**src/rtl/ex_stage_sequencer_pkg.sv**
```systemverilog
// ex_stage_sequencer_pkg
//   Shared core definitions for the EX-stage sequencer:
//   - mc_state_t   : multi-cycle FSM state encoding (IDLE, BUSY)
//   - EX_PATH_*    : ExPathE encodings of the execution path in EX
//   - F3_*         : branch funct3 condition codes
package ex_stage_sequencer_pkg;

    typedef enum logic {
        MC_IDLE = 1'b0,
        MC_BUSY = 1'b1
    } mc_state_t;

    localparam logic [1:0] EX_PATH_ALU  = 2'b00;
    localparam logic [1:0] EX_PATH_XNOR = 2'b01;
    localparam logic [1:0] EX_PATH_MC   = 2'b10;
    localparam logic [1:0] EX_PATH_RSVD = 2'b11;

    localparam logic [2:0] F3_BEQ  = 3'b000;
    localparam logic [2:0] F3_BNE  = 3'b001;
    localparam logic [2:0] F3_BLT  = 3'b100;
    localparam logic [2:0] F3_BGE  = 3'b101;
    localparam logic [2:0] F3_BLTU = 3'b110;
    localparam logic [2:0] F3_BGEU = 3'b111;

endpackage

```
**src/rtl/ex_stage_sequencer_if.sv**
```systemverilog
// ex_stage_sequencer_if
//   Bundles the EX-stage sequencer signals.
//   Pipeline -> sequencer : ExPathE, branch_E, jump_E, funct3_E, RegWE_E_E,
//                           ZeroE, LtE, LtuE, hz_StallF/D/E, hz_FlushD/E
//   Sequencer -> pipeline : StallF/D/E, FlushD/E, BubbleM, PCSrcE,
//                           RegWE_E_gated, mc_start, mc_done, mc_busy,
//                           mc_state_dbg (FSM state for observation)
//   master = pipeline side, slave = the sequencer.
//   Handshake: there is no valid/ready pair; every input is a level that is
//   valid every cycle, and every output is a level (or single-cycle pulse
//   for mc_start/mc_done) that applies to the instruction currently in EX.
interface ex_stage_sequencer_if;
    import ex_stage_sequencer_pkg::*;

    logic [1:0] ExPathE;
    logic       branch_E;
    logic       jump_E;
    logic [2:0] funct3_E;
    logic       RegWE_E_E;
    logic       ZeroE;
    logic       LtE;
    logic       LtuE;
    logic       hz_StallF;
    logic       hz_StallD;
    logic       hz_StallE;
    logic       hz_FlushD;
    logic       hz_FlushE;

    logic       StallF;
    logic       StallD;
    logic       StallE;
    logic       FlushD;
    logic       FlushE;
    logic       BubbleM;
    logic       PCSrcE;
    logic       RegWE_E_gated;
    logic       mc_start;
    logic       mc_done;
    logic       mc_busy;
    mc_state_t  mc_state_dbg;

    modport master (
        output ExPathE, branch_E, jump_E, funct3_E, RegWE_E_E,
               ZeroE, LtE, LtuE,
               hz_StallF, hz_StallD, hz_StallE, hz_FlushD, hz_FlushE,
        input  StallF, StallD, StallE, FlushD, FlushE, BubbleM, PCSrcE,
               RegWE_E_gated, mc_start, mc_done, mc_busy, mc_state_dbg
    );

    modport slave (
        input  ExPathE, branch_E, jump_E, funct3_E, RegWE_E_E,
               ZeroE, LtE, LtuE,
               hz_StallF, hz_StallD, hz_StallE, hz_FlushD, hz_FlushE,
        output StallF, StallD, StallE, FlushD, FlushE, BubbleM, PCSrcE,
               RegWE_E_gated, mc_start, mc_done, mc_busy, mc_state_dbg
    );

endinterface

```
**src/rtl/ex_stage_sequencer_branch_cond_unit.sv**
```systemverilog
// branch_cond_unit
//   Purely combinational branch-condition evaluation from the ALU flags.
//   Ports: funct3 (condition select), zero/lt/ltu (ALU flags: equal,
//   signed less-than, unsigned less-than), cond (condition true).
//   funct3 codes 010/011 are not branches and evaluate false.
module branch_cond_unit
    import ex_stage_sequencer_pkg::*;
(
    input  logic [2:0] funct3,
    input  logic       zero,
    input  logic       lt,
    input  logic       ltu,
    output logic       cond
);

    always_comb begin
        cond = 1'b0;
        case (funct3)
            F3_BEQ:  cond = zero;
            F3_BNE:  cond = ~zero;
            F3_BLT:  cond = lt;
            F3_BGE:  cond = ~lt;
            F3_BLTU: cond = ltu;
            F3_BGEU: cond = ~ltu;
            default: cond = 1'b0;
        endcase
    end

endmodule

```
**src/rtl/ex_stage_sequencer.sv**
```systemverilog
// ex_stage_sequencer
//   Merges hazard-unit requests with branch redirection and multi-cycle
//   EX sequencing into the final pipeline controls.
//   Parameter: MC_LATENCY (2..16) total EX occupancy of a multi-cycle op.
//   Ports: clk, reset (async, active-high), bus (ex_stage_sequencer_if.slave).
//   A multi-cycle op occupies EX for MC_LATENCY cycles: stalls are raised in
//   the first MC_LATENCY-1 and mc_done/RegWE_E_gated in the last, so the
//   instruction leaves EX on the same edge its result is written.
module ex_stage_sequencer
    import ex_stage_sequencer_pkg::*;
#(
    parameter int MC_LATENCY = 4
) (
    input  logic                  clk,
    input  logic                  reset,
    ex_stage_sequencer_if.slave   bus
);

    // Trigger cycle is the first of MC_LATENCY, so BUSY counts the rest
    // down to zero: MC_LATENCY-2 remaining stall cycles after the trigger.
    localparam logic [3:0] CNT_LOAD = 4'(MC_LATENCY - 2);

    mc_state_t  state;
    logic [3:0] cnt;
    logic       mc_busy_q;
    logic       mc_done_q;

    logic       br_cond;
    logic       pc_src;
    logic       trigger;
    logic       mc_stall;

    branch_cond_unit u_branch_cond (
        .funct3 (bus.funct3_E),
        .zero   (bus.ZeroE),
        .lt     (bus.LtE),
        .ltu    (bus.LtuE),
        .cond   (br_cond)
    );

    assign pc_src = bus.jump_E | (bus.branch_E & br_cond);

    // Reset gates the trigger so that no stall is seen while reset is held,
    // even with a multi-cycle op sitting in EX.
    assign trigger  = ~reset & (state == MC_IDLE) & (bus.ExPathE == EX_PATH_MC);
    assign mc_stall = trigger | ((state == MC_BUSY) & (cnt != 4'd0));

    // mc_busy mirrors state==BUSY and mc_done mirrors state==BUSY && cnt==0;
    // both are produced as flops alongside the state they describe.
    always_ff @(posedge clk or posedge reset) begin
        if (reset) begin
            state     <= MC_IDLE;
            cnt       <= 4'd0;
            mc_busy_q <= 1'b0;
            mc_done_q <= 1'b0;
        end else begin
            case (state)
                MC_IDLE: begin
                    if (bus.ExPathE == EX_PATH_MC) begin
                        state     <= MC_BUSY;
                        cnt       <= CNT_LOAD;
                        mc_busy_q <= 1'b1;
                        mc_done_q <= (CNT_LOAD == 4'd0);
                    end else begin
                        mc_busy_q <= 1'b0;
                        mc_done_q <= 1'b0;
                    end
                end
                MC_BUSY: begin
                    if (cnt != 4'd0) begin
                        cnt       <= cnt - 4'd1;
                        mc_busy_q <= 1'b1;
                        mc_done_q <= (cnt == 4'd1);
                    end else begin
                        state     <= MC_IDLE;
                        mc_busy_q <= 1'b0;
                        mc_done_q <= 1'b0;
                    end
                end
                default: begin
                    state     <= MC_IDLE;
                    cnt       <= 4'd0;
                    mc_busy_q <= 1'b0;
                    mc_done_q <= 1'b0;
                end
            endcase
        end
    end

    assign bus.PCSrcE        = pc_src;
    assign bus.StallF        = bus.hz_StallF | mc_stall;
    assign bus.StallD        = bus.hz_StallD | mc_stall;
    assign bus.StallE        = bus.hz_StallE | mc_stall;
    assign bus.BubbleM       = mc_stall;
    assign bus.FlushD        = bus.hz_FlushD | pc_src;
    // The hazard unit must not kill a multi-cycle op still occupying EX.
    assign bus.FlushE        = (bus.hz_FlushE & ~mc_stall) | pc_src;
    assign bus.RegWE_E_gated = bus.RegWE_E_E & ~mc_stall;
    assign bus.mc_start      = trigger;
    assign bus.mc_done       = mc_done_q;
    assign bus.mc_busy       = mc_busy_q;
    assign bus.mc_state_dbg  = state;

endmodule

```
**src/flat_wrapper.sv**
```systemverilog
// flat-port wrapper written by rule: the top's interface ports become plain ports
module ex_stage_sequencer_flat import ex_stage_sequencer_pkg::*;
#(
    parameter int MC_LATENCY = 4
)
  (clk, reset, bus_ExPathE, bus_branch_E, bus_jump_E, bus_funct3_E, bus_RegWE_E_E, bus_ZeroE, bus_LtE, bus_LtuE, bus_hz_StallF, bus_hz_StallD, bus_hz_StallE, bus_hz_FlushD, bus_hz_FlushE, bus_StallF, bus_StallD, bus_StallE, bus_FlushD, bus_FlushE, bus_BubbleM, bus_PCSrcE, bus_RegWE_E_gated, bus_mc_start, bus_mc_done, bus_mc_busy, bus_mc_state_dbg);
  ex_stage_sequencer_if bus_i ();
  input  logic clk;
  input  logic reset;
  input wire logic [$bits(bus_i.ExPathE)-1:0] bus_ExPathE;
  input wire logic [$bits(bus_i.branch_E)-1:0] bus_branch_E;
  input wire logic [$bits(bus_i.jump_E)-1:0] bus_jump_E;
  input wire logic [$bits(bus_i.funct3_E)-1:0] bus_funct3_E;
  input wire logic [$bits(bus_i.RegWE_E_E)-1:0] bus_RegWE_E_E;
  input wire logic [$bits(bus_i.ZeroE)-1:0] bus_ZeroE;
  input wire logic [$bits(bus_i.LtE)-1:0] bus_LtE;
  input wire logic [$bits(bus_i.LtuE)-1:0] bus_LtuE;
  input wire logic [$bits(bus_i.hz_StallF)-1:0] bus_hz_StallF;
  input wire logic [$bits(bus_i.hz_StallD)-1:0] bus_hz_StallD;
  input wire logic [$bits(bus_i.hz_StallE)-1:0] bus_hz_StallE;
  input wire logic [$bits(bus_i.hz_FlushD)-1:0] bus_hz_FlushD;
  input wire logic [$bits(bus_i.hz_FlushE)-1:0] bus_hz_FlushE;
  output wire logic [$bits(bus_i.StallF)-1:0] bus_StallF;
  output wire logic [$bits(bus_i.StallD)-1:0] bus_StallD;
  output wire logic [$bits(bus_i.StallE)-1:0] bus_StallE;
  output wire logic [$bits(bus_i.FlushD)-1:0] bus_FlushD;
  output wire logic [$bits(bus_i.FlushE)-1:0] bus_FlushE;
  output wire logic [$bits(bus_i.BubbleM)-1:0] bus_BubbleM;
  output wire logic [$bits(bus_i.PCSrcE)-1:0] bus_PCSrcE;
  output wire logic [$bits(bus_i.RegWE_E_gated)-1:0] bus_RegWE_E_gated;
  output wire logic [$bits(bus_i.mc_start)-1:0] bus_mc_start;
  output wire logic [$bits(bus_i.mc_done)-1:0] bus_mc_done;
  output wire logic [$bits(bus_i.mc_busy)-1:0] bus_mc_busy;
  output wire logic [$bits(bus_i.mc_state_dbg)-1:0] bus_mc_state_dbg;
  assign bus_i.ExPathE = bus_ExPathE;
  assign bus_i.branch_E = bus_branch_E;
  assign bus_i.jump_E = bus_jump_E;
  assign bus_i.funct3_E = bus_funct3_E;
  assign bus_i.RegWE_E_E = bus_RegWE_E_E;
  assign bus_i.ZeroE = bus_ZeroE;
  assign bus_i.LtE = bus_LtE;
  assign bus_i.LtuE = bus_LtuE;
  assign bus_i.hz_StallF = bus_hz_StallF;
  assign bus_i.hz_StallD = bus_hz_StallD;
  assign bus_i.hz_StallE = bus_hz_StallE;
  assign bus_i.hz_FlushD = bus_hz_FlushD;
  assign bus_i.hz_FlushE = bus_hz_FlushE;
  assign bus_StallF = bus_i.StallF;
  assign bus_StallD = bus_i.StallD;
  assign bus_StallE = bus_i.StallE;
  assign bus_FlushD = bus_i.FlushD;
  assign bus_FlushE = bus_i.FlushE;
  assign bus_BubbleM = bus_i.BubbleM;
  assign bus_PCSrcE = bus_i.PCSrcE;
  assign bus_RegWE_E_gated = bus_i.RegWE_E_gated;
  assign bus_mc_start = bus_i.mc_start;
  assign bus_mc_done = bus_i.mc_done;
  assign bus_mc_busy = bus_i.mc_busy;
  assign bus_mc_state_dbg = bus_i.mc_state_dbg;
  ex_stage_sequencer #(.MC_LATENCY(MC_LATENCY)) u_core (.clk(clk), .reset(reset), .bus(bus_i));
endmodule
```
**config.mk**
```make
export PLATFORM = sky130hd
export DESIGN_NAME = ex_stage_sequencer_flat
export DESIGN_NICKNAME = d
export VERILOG_FILES = /design/src/rtl/ex_stage_sequencer_pkg.sv /design/src/rtl/ex_stage_sequencer_if.sv /design/src/rtl/ex_stage_sequencer_branch_cond_unit.sv /design/src/rtl/ex_stage_sequencer.sv /design/src/flat_wrapper.sv
export SDC_FILE = /design/constraint.sdc
export NUM_CORES = 1
export LEC_CHECK = 0
export CAP_MARGIN = 20
export CORE_AREA = 2 2 39 41
export CTS_BUF_LIST = sky130_fd_sc_hd__clkbuf_16
export DETAILED_ROUTE_END_ITERATION = 12
export DIE_AREA = 0 0 41 43
export DONT_BUFFER_PORTS = 1
export GPL_TIMING_DRIVEN = 0
export PLACE_DENSITY = 0.58
export REMOVE_ABC_BUFFERS = 1
export SYNTH_ARGS = -nofsm -noshare
export SYNTH_HDL_FRONTEND = slang
export SYNTH_SLANG_ARGS = --single-unit
```
**constraint.sdc**
```tcl
create_clock -name clk -period 3 [get_ports clk]
set_input_delay 0.6 -clock clk [delete_from_list [all_inputs] [get_ports clk]]
set_output_delay 0.6 -clock clk [all_outputs]
set_load 0.005 [all_outputs]
```
Yosys cells after proc, flatten, opt, wreduce, memory -nomap -nowiden:

Index checks and enable logic that the tools add are counted.

* bits in registers: 6
* input bits: 18
* logic and storage cells: 44

* $add $sub $neg: 1
* equality and inequality tests: 9
* mux-type cells: 9
* bitwise gates (word level): 19
* reduce and logical (&&, ||, !) cells: 3

Operators with widths (count)
* $eq A3 B3 Y1 const B: 4
* $mux W4: 2
* $pmux W4 S2: 1
* $or A1 B1 Y1: 7
* $and A1 B1 Y1: 6
* $not A1 Y1: 6
* $pmux W1 S6: 1
* $eq A4 B1 Y1 const B: 1
* $ne A2 B2 Y1 const B: 2
* $pmux W1 S2: 2
* $reduce_bool A4 Y1: 1
* $sub A4 B1 Y4 const B: 1
* $eq A3 B1 Y1 const B: 1
* $logic_not A3 Y1: 1
* $mux W1: 3
* $eq A2 B2 Y1 const B: 1
* $reduce_and A2 Y1: 1

Logic depth before layout (Yosys ltp):

Gate-level depths: netlist of run 1.

* word-level depth: 7
* depth in mapped cells: 6
* mapped depth without buffers: 6

Hierarchy:

From an unflattened synthesis of run 1, not the netlist that was laid out.

* cells, all modules: 45
* area total of the unflattened synthesis: 434.2 um2

By module, submodules not included
* ex_stage_sequencer: instances 1, cells each 40, area an instance 394.1 um2, sequential area each 150.1 um2
* branch_cond_unit: instances 1, cells each 5, area an instance 40.0 um2, sequential area each 0.0 um2

Worst setup path after synthesis of run 1:

OpenSTA, ideal clock, no wires.

* path kind: register to output
* from: register u_core.cnt[0]
* to: output bus_FlushE
* arrival time: 1.468 ns
* required time: 2.400 ns
* path slack: 0.932 ns
* cell stages (with the launch flop): 7
* path through: dfrtp_1 inv_1 ha_1 or3b_4 a21oi_2 inv_2 o221ai_2

* longest elaborated chain between the ends: 6

Ends and longest elaborated chain
* start, declared: RTL line ex_stage_sequencer.sv:24 `logic [3:0] cnt;`
* start signal, assigned: RTL line ex_stage_sequencer.sv:71 `cnt <= cnt - 4'd1;`
* $reduce_bool A4 Y1: RTL line ex_stage_sequencer.sv:46 `assign mc_stall = trigger | ((state == MC_BUSY) & (cnt != 4'd0));`
* $and A1 B1 Y1: RTL line ex_stage_sequencer.sv:46
* $or A1 B1 Y1: RTL line ex_stage_sequencer.sv:46
* via bus_BubbleM: RTL line flat_wrapper.sv:28 `output wire logic [$bits(bus_i.BubbleM)-1:0] bus_BubbleM;`
* $not A1 Y1: RTL line ex_stage_sequencer.sv:97 `assign bus.FlushE = (bus.hz_FlushE & ~mc_stall) | pc_src;`
* $and A1 B1 Y1: RTL line ex_stage_sequencer.sv:97
* $or A1 B1 Y1: RTL line ex_stage_sequencer.sv:97
* end, declared: RTL line flat_wrapper.sv:27 `output wire logic [$bits(bus_i.FlushE)-1:0] bus_FlushE;`

The timed path passes the listed nets, and every way through them passes these cells.

Final worst setup path of run 1:

Ends and elaborated chain as after synthesis.

==> run metrics, run 1 <==
outcome=finished, final reports clean; PwrDens=1050 nW/um2; cells after synthesis=48; clk buf depth=2; fin crit share=80.4%; CTS root buf=clkbuf_16; CP peak stage delay=0.42 ns; detailed placer's ending HPWL=718 um; Starting Density=32.9%; Startpoint Class=flop; r2r setup slk=1.47 ns; Max FO, Critical Path=5; Netlist Area Pre-Place=455 um2; WP buf/inv=2; Least-Margin Pin Slew=0.587 ns; TritonCTS clock tree=done; Critical Path Sink Type=output pin; Ys Warns=0; vias in the first global route=353; #FFs+latches synth=6; GRT Util Overall=12.0%; RSZ-0062 raised after global routing=no; row cnt=14; Worst Reg2Reg Path Length in Cells=5; number of diodes=0; CTS buffer count=3; post-cts sizing count=0; nets@finish=73; final hold vios=0; crit-path cells=inv_1, ha_1, or3b_4, a21oi_2, inv_2, o221ai_2; die extent in x=41 um; GPL Wtd Cong=0.809; most frequent cells in the layout=6 x inv_1, 6 x dfrtp_1, 4 x nand2b_1; Fin Setup TNS=0 ns; num ports=30; CP max-delay cell=dfrtp_1; Slew HR=60.3%; Remaining DRCs=0; hold_ws=0.175 ns; DRT antenna net count=0; die height=43 um; antenna violations before repair=0; f_max=415 MHz; DR vias=364; Syn-to-layout area delta=19.2%; total core area=1380 um2; Clock Latency Late Sink=0.23 ns; Slew Limit Fails=0; CP Class=flop to output pin; family with the most delay on the worst path=compound AO/OA/AOI/OAI gates; Avg Synthesized Cell Area=9.49 um2; hold buffer count at cts=0; sequential fraction of the synthesis area=33.0%; maximum VDD drop=585 uV; Reg2Reg Capture Point=u_core.cnt[1]; WL/cell=13.0 um; DIE AREA=1760 um2; critical path required time=2.40 ns; setup ws final=0.588 ns; CTS sink cnt=6; Yosys cell types=24; # H-tree levels=1; final worst path period need=2.41 ns; Setup violations, final=0; initial DRC count=7; Leak=0.257 nW; largest net degree at the start of global routing=11; layout cell share with drive strength beyond 1=22.0%; number of max-cap violations=0; arrival time at the worst endpoint=1.81 ns; # Post-CTS Setup Buffers=0; first-pass GRT wire length=1.41 mm; I/O Buffers=0; Overflow after GRT=0; clk_skew=0.00192 ns; clock-pin slew on the worst setup and hold paths=0.03 ns; router iterations before antenna repair=4; DR vias/cell=5.52; Reg-to-Reg Start=u_core.cnt[0]; Place WS=0.812 ns; Min-Delay Path Class=primary input to asynchronous set/reset pin; final WL=861 um
registers in the layout, summed over array words and instances (netlist names):
name / cells
u_core.cnt: 4
u_core.bus.mc_done: 1
u_core.bus.mc_busy: 1
cells by family after synthesis:
family / share of synthesized area (%)
compound gates: 16.2
xor+xnor: 3.85
fa+ha+maj: 8.24
buf+inv: 7.42
flops: 33.0
mux: 6.59
simple gates: 24.7
Yosys cell counts:
cell	n	area share (%)
and3_2	1	1.6
nand3_1	2	2.2
o211ai_1	2	3.3
or3b_4	1	2.5
a41oi_1	1	1.9
inv_2	1	0.82
or3b_2	1	1.9
mux2i_1	3	6.6
nand2_1	3	2.5
nor4b_1	2	3.8
and2_2	1	1.6
nor4_1	1	1.4
o21ai_0	2	2.2
xor2_1	2	3.8
nand2b_1	4	5.5
a31oi_1	1	1.4
inv_1	6	4.9
dfrtp_1	6	33
ha_1	3	8.2
buf_4	1	1.6
o31a_2	1	2.2
o221ai_2	1	3.3
a21oi_2	1	1.9
nor3b_1	1	1.6
power breakdown:
group,switching [mW],internal [mW],total [mW]
logic,0.0994,0.0847,0.184
registers,0.0550,0.116,0.171
clock network,0.0421,0.171,0.213
total,0.197,0.372,0.568
worst reg2reg max path, cell delays in order, from the launching register on:
cell     delay, ns
dfrtp_1       0.42
inv_1         0.10
ha_1          0.15
or3b_4        0.41
and3_2        0.22
a31oi_1       0.14
routing by layer:
metal,track usage (%),share of wire [%],vias up
li1,-,-,173
met1,14.6,38,169
met2,16.9,46,22
met3,7.33,16,0
met4,4.00,0,0
met5,0,0,-
how the worst max path moves through the flow:
| stage | start | slack [ns] | end | cells past startpoint |
|---|---|---|---|---|
| after detailed placement | u_core.cnt[0] | 0.81 | bus_FlushE | 6 |
| after global placement | u_core.cnt[1] | 0.83 | bus_FlushE | 6 |
| after CTS | u_core.cnt[0] | 0.57 | bus_FlushE | 6 |
| final | u_core.cnt[0] | 0.59 | bus_FlushE | 6 |
| after floorplan | u_core.cnt[0] | 0.93 | bus_FlushE | 6 |
| after global routing | u_core.cnt[1] | 0.46 | bus_FlushE | 6 |
area by class of cell:
type | count | area (um2)
Clock buffer | 3 | 75.1
Multi-Input combinational cell | 34 | 272
Sequential cell | 6 | 150
Inverter | 7 | 26.3
Fill cell | 137 | 841
Tap cell | 16 | 20.0
stage by stage:
step           power [mW]  utilization (%)  area (um2)  instances
2_1_floorplan       0.319                -         448         47
4_1_cts             0.576             39.2         543         66
6_report            0.568             39.2         543         66
3_5_place_dp        0.361             33.8         468         63
3_3_place_gp        0.358             33.8         468         63
5_1_grt             0.621             39.2         543         66
Power figures use the tool's default switching activity.
==> inputs of run 2 (changes only) <==
==> constraint.sdc (replaced) <==
create_clock -name clk -period 2.3 [get_ports clk]
set_input_delay 0.46 -clock clk [delete_from_list [all_inputs] [get_ports clk]]
set_output_delay 0.46 -clock clk [all_outputs]
set_load 0.005 [all_outputs]
==> run metrics, run 2 (synthesis gave the netlist of run 1 again) <==
outcome=finished, final reports clean; vias in the first global route=353 (unchanged); largest net degree at the start of global routing=11 (unchanged); final hold vios=0 (unchanged); Max FO, Critical Path=5 (unchanged); CP Class=flop to output pin; Critical Path Sink Type=output pin; GRT Util Overall=12.0% (unchanged); Slew HR=69.2% (+8.9 points); number of diodes=0 (unchanged); I/O Buffers=0 (unchanged); Setup violations, final=0 (unchanged); Comb power frac=33.1% (+0.7 points); Reg power frac=30.6% (+0.4 points); DR vias/cell=5.62 (+1.9%); Non-Filler Instances=66 (unchanged); Slew Limit Fails=0 (unchanged); number of max-cap violations=0 (unchanged); clk_skew=0.00192 ns (+0.00000133 ns); first-pass GRT wire length=1.41 mm (unchanged); register with the most flip-flops=u_core.cnt; die extent in x=41 um (unchanged); die height=43 um (unchanged); Sw Pwr=0.267 mW (+36%); critical path required time=1.84 ns (-0.56 ns); WL/cell=13.3 um (+2.1%); Least-Margin Pin Slew=0.460 ns (-0.126 ns); fin crit share=95.6%; most frequent cells in the layout=5 x inv_1, 5 x dfrtp_1, 4 x nand2b_1; Min-Delay Path Class=primary input to asynchronous set/reset pin; RSZ-0062 raised after global routing=no; DRT antenna net count=0 (unchanged); clock-pin slew on the worst setup and hold paths=0.03 ns (about the same); arrival time at the worst endpoint=1.74 ns (-0.07 ns); initial DRC count=9 (+2); # H-tree levels=1 (unchanged); nets@finish=73 (unchanged); Largest register FFs=4 (unchanged); fill count=135 (-1.5%); Fin Setup TNS=0 ns (unchanged); antenna violations before repair=0 (unchanged); DIE AREA=1760 um2 (unchanged); router iterations before antenna repair=4 (unchanged); f_max=455 MHz; TritonCTS clock tree=done; Remaining DRCs=0 (unchanged); Clk pwr share=36.4% (-1.0 points); CTS root buf=clkbuf_16; Starting Density=32.9% (unchanged); # Post-CTS Setup Buffers=0 (unchanged); detailed placer's ending HPWL=718 um (unchanged); CTS buffer count=3 (unchanged); GPL Wtd Cong=0.809 (unchanged); total core area=1380 um2 (unchanged); layout cell share with drive strength beyond 1=28.0% (+6.0 points); placed cell count=63 (unchanged); DR vias=371 (+1.9%); row cnt=14 (unchanged); Clock Latency Late Sink=0.23 ns (about the same); Net Sw Frac=35.0% (+0.45 points); clk buf depth=2 (unchanged); final WL=879 um (+2.1%); PwrDens=1370 nW/um2 (+31%); cell-internal power=0.496 mW (+33%); Syn-to-layout area delta=22.5%; Overflow after GRT=0 (unchanged); final worst path period need=2.20 ns; CTS sink cnt=6 (unchanged); Startpoint Class=flop; maximum VDD drop=779 uV (+33%); Leak=0.257 nW (about the same); num ports=30 (unchanged)
-- run 2: path summary, 6_finish.rpt --
kind                                start       endpoint  slack, ns  cells past startpoint
setup / recovery            u_core.cnt[0]     bus_FlushE       0.10                      6
hold / removal                      reset  u_core.cnt[3]       0.03                      1
setup reg to reg            u_core.cnt[0]  u_core.cnt[1]       0.77                      5
hold reg to reg             u_core.cnt[0]  u_core.cnt[0]       0.52                      1
max in group asynchronous           reset  u_core.cnt[0]       2.06                      1
min in group clk           bus_ExPathE[0]  u_core.cnt[1]       0.50                      2
-- run 2: area by class of cell --
cell class	count	area, um2	share of cell area [%]
flip-flops and latches	6	151	27.1
well taps	16	20.0	3.59
inverters	7	26.3	4.71
clock buffers	3	75.1	13.5
multi-input cells	34	285	51.1
-- run 2: per-stage QoR --
step	utilization [%]	area (um2)	setup WS, ns	power [mW]	hold slack [ns]
2_1_floorplan	-	448	0.372	0.416	0.251
3_3_place_gp	33.8	468	0.270	0.467	0.275
3_5_place_dp	33.8	468	0.252	0.471	0.280
4_1_cts	39.2	543	0.00782	0.751	0.0431
5_1_grt	40.3	558	0.0160	0.830	0.0597
6_report	40.3	558	0.101	0.763	0.0346
-- run 2: power by group through the flow --
stage	logic (mW)	registers [mW]	clock network, mW
3_3_place_gp	0.243	0.224	0
2_1_floorplan	0.209	0.207	0
6_report	0.252	0.233	0.278
4_1_cts	0.246	0.224	0.281
5_1_grt	0.294	0.247	0.289
3_5_place_dp	0.246	0.225	0
-- run 2: timing repair --
action	in CTS	in global routing
endpoints found under the setup margin	0	2
hold buffers	0	0
gates resized for setup	0	4
-- run 2: metal layers --
metal	up-vias	GRT usage (%)	routed length, um
met5	-	0	0
met3	0	7.33	140
li1	173	-	-
met4	0	4.00	0
met1	175	14.6	326
met2	23	16.9	412
-- run 2: critical path, cell delays in order (launching register included) --
cell and delay [ns]:
dfrtp_2 0.43, inv_1 0.09, ha_1 0.15, or3b_4 0.42, a21oi_4 0.19, inv_2 0.07
o221ai_2 0.17
==> inputs of run 3 (changes only) <==
--- a/config.mk
+++ b/config.mk
@@ -8,10 +8,10 @@
 export CAP_MARGIN = 20
 export CORE_AREA = 2 2 39 41
 export CTS_BUF_LIST = sky130_fd_sc_hd__clkbuf_16
+export CTS_CLUSTER_DIAMETER = 50
 export DETAILED_ROUTE_END_ITERATION = 12
 export DIE_AREA = 0 0 41 43
 export DONT_BUFFER_PORTS = 1
-export GPL_TIMING_DRIVEN = 0
 export PLACE_DENSITY = 0.58
 export REMOVE_ABC_BUFFERS = 1
 export SYNTH_ARGS = -nofsm -noshare
==> run metrics, run 3 (synthesis gave the netlist of run 1 again) <==
outcome=finished, final reports clean; CTS root buf=clkbuf_16; clk_skew=0.00169 ns (-0.000232 ns); router iterations before antenna repair=2 (-2); Startpoint Class=flop; GPL Wtd Cong=0.814 (+0.62%); Fin Setup TNS=0 ns (unchanged); placed cell count=64 (+1.6%); Syn-to-layout area delta=22.5% (unchanged); Setup violations, final=0 (unchanged); initial DRC count=1 (-8); arrival time at the worst endpoint=1.76 ns (+0.02 ns); clk buf depth=2 (unchanged); # H-tree levels=1 (unchanged); Overflow after GRT=0 (unchanged); Non-Filler Instances=67 (+1.5%); Largest register FFs=4 (unchanged); die height=43 um (unchanged); grt met1 use=15.3% (+0.71 points); GRT Util Overall=12.6% (+0.62 points); RSZ-0062 raised after global routing=no; die extent in x=41 um (unchanged); I/O Buffers=0 (unchanged); critical path required time=1.84 ns (about the same); Least-Margin Pin Slew=0.413 ns (-0.0470 ns); grt peak-use layer=met2; WL/cell=13.8 um (+3.8%); f_max=451 MHz (-0.82%); total core area=1380 um2 (unchanged); Max FO, Critical Path=5 (unchanged); first-pass GRT wire length=1.44 mm (+1.5%); final worst path period need=2.22 ns (+0.0181 ns); CP Class=flop to output pin; fin crit share=96.4% (+0.79 points); Critical Path Sink Type=output pin; CTS buffer count=3 (unchanged); maximum VDD drop=742 uV (-4.8%); Clock Latency Late Sink=0.23 ns (about the same); Slew Limit Fails=0 (unchanged); Starting Density=32.9% (unchanged); r2r setup slk=0.74 ns (-0.03 ns); DR vias=379 (+2.2%); DRT antenna net count=0 (unchanged); setup ws final=0.0831 ns (-0.0181 ns); Remaining DRCs=0 (unchanged); number of max-cap violations=0 (unchanged); row cnt=14 (unchanged); final WL=926 um (+5.3%); commonest non-fill, non-tap cell in the layout=dfrtp_1; fill count=135 (unchanged); number of diodes=0 (unchanged); largest net degree at the start of global routing=11 (unchanged); Min-Delay Path Class=primary input to asynchronous set/reset pin; met2 Resource Use GR=17.2% (+0.31 points); nets@finish=74 (+1.4%); met3 Use GR=5.24% (-2.1 points); register with the most flip-flops=u_core.cnt; detailed placer's ending HPWL=768 um (+7.1%); Sequential Area=150 um2 (-0.83%); Leak=0.262 nW (+2.0%); TritonCTS clock tree=done; Multi-input gate area=279 um2 (-2.2%); clock-pin slew on the worst setup and hold paths=0.03 ns (about the same); final hold vios=0 (unchanged); PwrDens=1380 nW/um2 (+0.89%); layout cell share with drive strength beyond 1=25.5% (-2.5 points); hold buffer count at cts=0 (unchanged); vias in the first global route=355 (+0.57%); num ports=30 (unchanged); Slew HR=72.4% (+3.2 points); DIE AREA=1760 um2 (unchanged); most frequent cells in the layout=6 x dfrtp_1, 5 x inv_1, 4 x nand2b_1; CTS sink cnt=6 (unchanged); DR vias/cell=5.66 (+0.63%); antenna violations before repair=0 (unchanged); fin util=40.3% (unchanged); Place WS=0.243 ns (-0.00814 ns)
==> run 3: layout make-up <==
cell class	count	area share, %
clock buffer	3	13.5
inverter	7	4.71
multi-input combinational	34	50.0
sequential	6	26.9
tap	16	3.59
timing repair buffer	1	1.35
==> run 3: through the flow <==
stage                     instance area (um2)  total power, mW  hold slack, ns
after floorplan                           448            0.416           0.251
after global routing                      558            0.839          0.0540
after detailed placement                  475            0.480           0.277
after global placement                    475            0.476           0.280
final                                     558            0.770          0.0334
after CTS                                 558            0.775          0.0374
==> run 3: worst paths after layout <==
kind | to | from | cells after the start
min in group clk | u_core.cnt[1] | bus_ExPathE[0] | 2
worst min register to register | u_core.cnt[0] | u_core.cnt[0] | 1
worst min-delay path | u_core.cnt[2] | reset | 1
worst max register to register | u_core.cnt[1] | u_core.cnt[0] | 5
worst max-delay path | bus_FlushE | u_core.cnt[0] | 6
max in group asynchronous | u_core.cnt[0] | reset | 1
==> run 3: repair_timing <==
action,in CTS,in global routing
buffers inserted,0,0
pin swaps,0,1
resized for setup,1,1
setup endpoints to repair,1,1
==> run 3: worst max-delay path: stages, from the launching register on <==
cell and delay, ns:
dfrtp_1 0.42, inv_1 0.10, ha_1 0.17, or3b_4 0.42, a21oi_4 0.19, inv_2 0.07, o221ai_2 0.17
==> run 3: where the power goes <==
part	switching [mW]	total, mW	internal [mW]
Sequential	0.0785	0.230	0.152
Clock	0.0553	0.278	0.223
Combinational	0.139	0.262	0.123
==> run 3: per-layer routing <==
metal,vias to the layer above,wire [um]
met3,2,128
met1,177,358
met5,-,0
met4,0,19
li1,178,-
met2,22,420
